$ cat src/rtl/mux_pkg.sv
// Shared constants, helper function and storage-state encoding for the
// pipelined select stage.
package mux_pkg;

    localparam int DATA_W     = 32;
    localparam int REG_ADDR_W = 5;

    // Select width for n inputs; a 1-input or 2-input mux still needs one bit.
    function automatic int clog2_min1(input int n);
        return (n <= 2) ? 1 : $clog2(n);
    endfunction

    typedef enum logic [1:0] {
        EMPTY = 2'd0,
        ONE   = 2'd1,
        TWO   = 2'd2
    } skid_state_t;

endpackage

$ cat src/rtl/mux_skid_buf.sv
// Valid/ready output stage for mux_pipe_n. With MUX_SKID_EN defined it is a
// 2-entry skid buffer with registered in_ready; otherwise a single register.
module mux_skid_buf
    import mux_pkg::*;
#(
    parameter int WIDTH = DATA_W
) (
    input  logic             clk,
    input  logic             rst,
    input  logic [WIDTH-1:0] in_data,
    input  logic             in_valid,
    output logic             in_ready,
    output logic [WIDTH-1:0] out_data,
    output logic             out_valid,
    input  logic             out_ready
);

`ifdef MUX_SKID_EN
    skid_state_t      state_reg;
    skid_state_t      state_next;
    logic             ready_reg;
    logic [WIDTH-1:0] out_reg;
    logic [WIDTH-1:0] skid_reg;
    logic             push;
    logic             pop;
    logic             load_out_in;
    logic             load_out_skid;
    logic             load_skid;

    assign push = in_valid && ready_reg;
    assign pop  = (state_reg != EMPTY) && out_ready;

    always_ff @(posedge clk or posedge rst) begin
        if (rst) begin
            state_reg <= EMPTY;
            ready_reg <= 1'b1;
        end else begin
            state_reg <= state_next;
            ready_reg <= (state_next != TWO);
        end
    end

    always_comb begin
        state_next = state_reg;
        case (state_reg)
            EMPTY: if (push) state_next = ONE;
            ONE: begin
                if (push && !pop)
                    state_next = TWO;
                else if (!push && pop)
                    state_next = EMPTY;
            end
            TWO:     if (pop) state_next = ONE;
            default: state_next = EMPTY;
        endcase
    end

    // Load strobes; in TWO the skid word advances as the head drains.
    always_comb begin
        load_out_in   = 1'b0;
        load_out_skid = 1'b0;
        load_skid     = 1'b0;
        case (state_reg)
            EMPTY: load_out_in = push;
            ONE: begin
                load_out_in = push && pop;
                load_skid   = push && !pop;
            end
            TWO:     load_out_skid = pop;
            default: ;
        endcase
    end

    always_ff @(posedge clk or posedge rst) begin
        if (rst) begin
            out_reg  <= '0;
            skid_reg <= '0;
        end else begin
            if (load_out_in)
                out_reg <= in_data;
            else if (load_out_skid)
                out_reg <= skid_reg;
            if (load_skid)
                skid_reg <= in_data;
        end
    end

    assign in_ready  = ready_reg;
    assign out_valid = (state_reg != EMPTY);
    assign out_data  = out_reg;
`else
    logic             valid_reg;
    logic [WIDTH-1:0] data_reg;
    logic             push;

    // Free slot now, or the held word leaves on this same edge.
    assign in_ready = !valid_reg || out_ready;
    assign push     = in_valid && in_ready;

    always_ff @(posedge clk or posedge rst) begin
        if (rst) begin
            valid_reg <= 1'b0;
            data_reg  <= '0;
        end else if (push) begin
            valid_reg <= 1'b1;
            data_reg  <= in_data;
        end else if (out_ready) begin
            valid_reg <= 1'b0;
        end
    end

    assign out_valid = valid_reg;
    assign out_data  = data_reg;
`endif

endmodule

$ cat src/rtl/mux_pipe_n.sv
// N-input, WIDTH-bit registered select stage with valid/ready handshake and a
// sticky illegal-select flag. Optional skid buffer: define MUX_SKID_EN.
module mux_pipe_n
    import mux_pkg::*;
#(
    parameter int               WIDTH       = DATA_W,
    parameter int               N_IN        = 4,
    parameter logic [WIDTH-1:0] ILLEGAL_VAL = '0,
    localparam int              SEL_W       = clog2_min1(N_IN)
) (
    input  logic                  clk,
    input  logic                  rst,
    input  logic [N_IN*WIDTH-1:0] in_data,
    input  logic [SEL_W-1:0]      in_sel,
    input  logic                  in_valid,
    output logic                  in_ready,
    output logic [WIDTH-1:0]      out_data,
    output logic                  out_valid,
    input  logic                  out_ready,
    output logic                  sel_err,
    input  logic                  err_clr
);

    localparam int SEL_N = 1 << SEL_W;

    // Table covers every select code, so out-of-range codes decode to a
    // defined word and flag instead of reaching past the inputs.
    logic [WIDTH-1:0] sel_word [SEL_N];
    logic [SEL_N-1:0] sel_bad;
    logic [WIDTH-1:0] mux_word;
    logic             mux_bad;
    logic             accept;
    logic             sel_err_reg;

    generate
        for (genvar gi = 0; gi < SEL_N; gi++) begin : g_sel
            if (gi < N_IN) begin : g_legal
                assign sel_word[gi] = in_data[gi*WIDTH +: WIDTH];
                assign sel_bad[gi]  = 1'b0;
            end else begin : g_illegal
                assign sel_word[gi] = ILLEGAL_VAL;
                assign sel_bad[gi]  = 1'b1;
            end
        end
    endgenerate

    assign mux_word = sel_word[in_sel];
    assign mux_bad  = sel_bad[in_sel];
    assign accept   = in_valid && in_ready;

    // Set has priority over a clear on the same edge.
    always_ff @(posedge clk or posedge rst) begin
        if (rst)
            sel_err_reg <= 1'b0;
        else if (accept && mux_bad)
            sel_err_reg <= 1'b1;
        else if (err_clr)
            sel_err_reg <= 1'b0;
    end

    assign sel_err = sel_err_reg;

    mux_skid_buf #(
        .WIDTH(WIDTH)
    ) u_skid (
        .clk      (clk),
        .rst      (rst),
        .in_data  (mux_word),
        .in_valid (in_valid),
        .in_ready (in_ready),
        .out_data (out_data),
        .out_valid(out_valid),
        .out_ready(out_ready)
    );

endmodule

$ cat config.mk
export PLATFORM = sky130hd
export DESIGN_NAME = mux_pipe_n
export DESIGN_NICKNAME = d
export VERILOG_FILES = /design/src/rtl/mux_pkg.sv /design/src/rtl/mux_skid_buf.sv /design/src/rtl/mux_pipe_n.sv
export SDC_FILE = /design/constraint.sdc
export NUM_CORES = 1
export LEC_CHECK = 0
export CORE_MARGIN = 3
export CORE_UTILIZATION = 38
export CTS_BUF_LIST = sky130_fd_sc_hd__clkbuf_4 sky130_fd_sc_hd__clkbuf_8
export CTS_CLUSTER_SIZE = 28
export DETAILED_ROUTE_END_ITERATION = 10
export GPL_ROUTABILITY_DRIVEN = 0
export PLACE_DENSITY = 0.89
export SYNTH_ARGS = -nofsm -noshare
export SYNTH_HDL_FRONTEND = slang
export SYNTH_SLANG_ARGS = --single-unit
export TNS_END_PERCENT = 5
$ cat constraint.sdc
create_clock -name clk -period 3.95 [get_ports clk]
set_input_delay 0.79 -clock clk [delete_from_list [all_inputs] [get_ports clk]]
set_output_delay 0.79 -clock clk [all_outputs]
set_load 0.05 [all_outputs]
==> impl_metrics.yaml <==
yosys:
  yosysWarnings: 0
  synth_area_per_cell_um2: 11.97
  synth.distinct_cells: 16
  synth_area_leaders: "dfrtp_1, mux2i_1, o221ai_2, o21ai_0, buf_6"
  netlist.area_leader.share_pct: 36.30
  synth_largest_area_cell: "dfrtp_1"
  syn_nets: 325
  synth-seq-cells: 33
  synthesis.area_um2: 2275
  netlist_instances: 190
  ys_seq_area_share_pct: 36.30
timing:
  hold_viol_final: 0
  fin_skew_ns: 0.001842
  slew_viol_final: 0
  max_slew_margin_pct: 31.09
  fin_crit_sh_pct: 88.79
  final-setup-viol-count: 0
  fin_ws_ns: 0.4427
  finalCriticalPeriod_ns: 3.507
  setup_tns_ns: 0
  grt_setup_unrepaired: "no"
  worstMarginPinSlew_ns: 1.034
  fmax_mhz: 285.1
power_and_ir_drop:
  pwr-share-comb_pct: 48.7
  p_seq_share_pct: 31.7
  swShare_pct: 37.73
  pwr-share-clk_pct: 19.5
  peakVddDrop_v: 0.0001872
  power_density_nw_per_um2: 331.3
  switchingPower_uw: 501.1
  internal_power_uw: 826.9
  p_leak_nw: 1.638
placed_design:
  post_dp_cell_area_um2: 3919
  pre_cts_slack_ns: 0.4393
  io_buffers: 167
  hpwl_um: 5734
clocking:
  cts_buffer_depth: 2
  ctsHoldBuffers: 0
  post_cts_buffers: 0
  clk_pin_slew_ns: 0.06
  worstSkewPairLatency_ns: 0.27
  cts_resized: 0
  clock_sinks: 33
  cts_tree: "done"
  cts_inserted_buffers: 5
  ctsHtreeMaxLevel: 2
  cts_root_buf: "clkbuf_8"
worst_hold_path:
  min_from: "u_skid.out_data[30]$_DFFE_PP0P_"
  min_delay_path_depth: 2
  hold_class: "reg2reg"
  holdPathEnd: "u_skid.out_data[30]$_DFFE_PP0P_"
detailed_routing:
  postRouteAntennaNets: 0
  avgViaCountPerCell: 5.314
  drc: 0
  wirelength_um: 7457
  vias: 2216
  firstDrtPassIters: 4
  wl_per_cell_um: 17.88
  drt-initial-drc-count: 61
run_status:
  outcome: "finished, final reports clean"
global_route:
  grt.total_usage_pct: 21.28
  antenna_found_initial: 0
  grt_max_degree: 65
  grt_pass1_wl_um: 12140
  overflow: 0
  grt_pass1_vias: 2416
floorplanning:
  rows: 27
  die_area_um2: 6951
  die_w_um: 83.37
  core_area_um2: 5642
  dieHeight_um: 83.37
  initial_core_util_pct: 40.32
  num_io_pins: 170
cells_and_area:
  drive_gt1_share_pct: 12.75
  final_cell_area_um2: 4009
  area_growth_syn_to_layout_pct: 76.24
  nets: 480
  antenna_cells: 0
  fillCellCount: 450
setup_path:
  path_class: "in2out"
  cpMostUsedCell: "clkdlybuf4s50_1"
  worstReg2RegStart: "u_skid.out_valid$_DFFE_PP0P_"
  critical_path.endpoint_type: "output port"
  path_buf_inv: 3
  crit_path_max_fanout: 34
  cp_slowest_cell: "clkdlybuf4s50_1"
  cpPeakStageDelay_ns: 0.75
  critPathTopFamily: "buffers and inverters"
  worst_setup_path_start_kind: "primary input"
  crit_chain: "clkdlybuf4s50_1 > nor2b_4 > inv_1 > clkdlybuf4s50_1"
  rr_worst_depth: 5
  crit_start: "out_ready"
  rr_endpoint: "u_skid.out_data[6]$_DFFE_PP0P_"
  arrival_ns: 2.72
  reg2reg_slack_ns: 1.62
  crit_required_ns: 3.16
run:
  maxCapViolCount: 0
[area by class of cell]
type,count,area [µm²],share of cell area (%)
Tap cell,72,90.09,2.247
Timing Repair Buffer,169,1684,42.01
Multi-Input combinational cell,133,1308,32.62
Inverter,3,11.26,0.2809
Sequential cell,33,825.8,20.60
Clock buffer,7,90.09,2.247
[how the worst max path moves through the flow]
stage	to	slack [ns]	cells past startpoint
2_1_floorplan	in_ready	2.00	2
3_3_place_gp	in_ready	0.46	4
3_5_place_dp	in_ready	0.44	4
4_1_cts	in_ready	0.43	4
5_1_grt	in_ready	0.33	4
6_report	in_ready	0.44	4
[worst register-to-register path: cells and delay by family (launching register included)]
kind | cells | cell delay [ns]
AND/OR/NAND/NOR | 2 | 1.15
AO/OA/AOI/OAI | 1 | 0.15
flip-flops | 1 | 0.34
buffers and inverters | 2 | 0.54
[power groups by stage]
| stage | sequential (mW) | combinational [mW] | clock [mW] |
|---|---|---|---|
| finish | 0.421 | 0.647 | 0.259 |
| global route | 0.429 | 0.682 | 0.276 |
| CTS | 0.422 | 0.654 | 0.264 |
| detailed placement | 0.425 | 0.653 | 0 |
| global placement | 0.425 | 0.644 | 0 |
| floorplan | 0.617 | 0.179 | 0 |
[per-stage QoR]
stage	power (mW)	hold slack (ns)	std cells	utilization, %
after floorplan	0.7960	0.8411	190	-
after global placement	1.068	0.5078	410	69.46
after detailed placement	1.078	0.5077	410	69.46
after CTS	1.340	0.5313	417	71.06
after global routing	1.387	0.5460	417	71.06
final	1.328	0.5344	417	71.06
[metal layers]
metal	part of all wire (%)	routed length, µm	track usage (%)
met1	38	2813	23.80
met3	8.6	642	7.242
met2	52	3910	38.48
met4	1.2	91	5.349
met5	0	0	0
[registers in the layout (all words and copies together), names as in the netlist]
register	cells
u_skid.out_valid	1
u_skid.out_data	32
[cells in the final DEF (no fill, tap or decap), drive strengths merged]
master,n
conb,1
nor2b,1
mux2i,64
or3,1
nand2,1
o21ai,32
clkbuf,7
inv,3
o221ai,32
dfrtp,33
nand3,1
buf,3
clkdlybuf4s50,166
[cell families after synthesis]
logic type             Yosys count  synth area share, %
AO/OA/AOI/OAI                   64                27.61
buffers and inverters           24                6.491
flip-flops                      33                36.30
multiplexers                    64                28.16
other                            1               0.1649
AND/OR/NAND/NOR                  4                1.265
[synth_stat cells]
library cell and number:
buf_4 5, mux2i_1 64, nand3_1 1, conb_1 1, inv_1 2, clkbuf_1 5, or3_1 1, inv_2 1
nand2_1 1, nor2b_4 1, o221ai_2 30, o21ai_0 32, buf_6 4, buf_2 7, o221ai_1 2, dfrtp_1 33
Power figures use the tool's default switching activity.
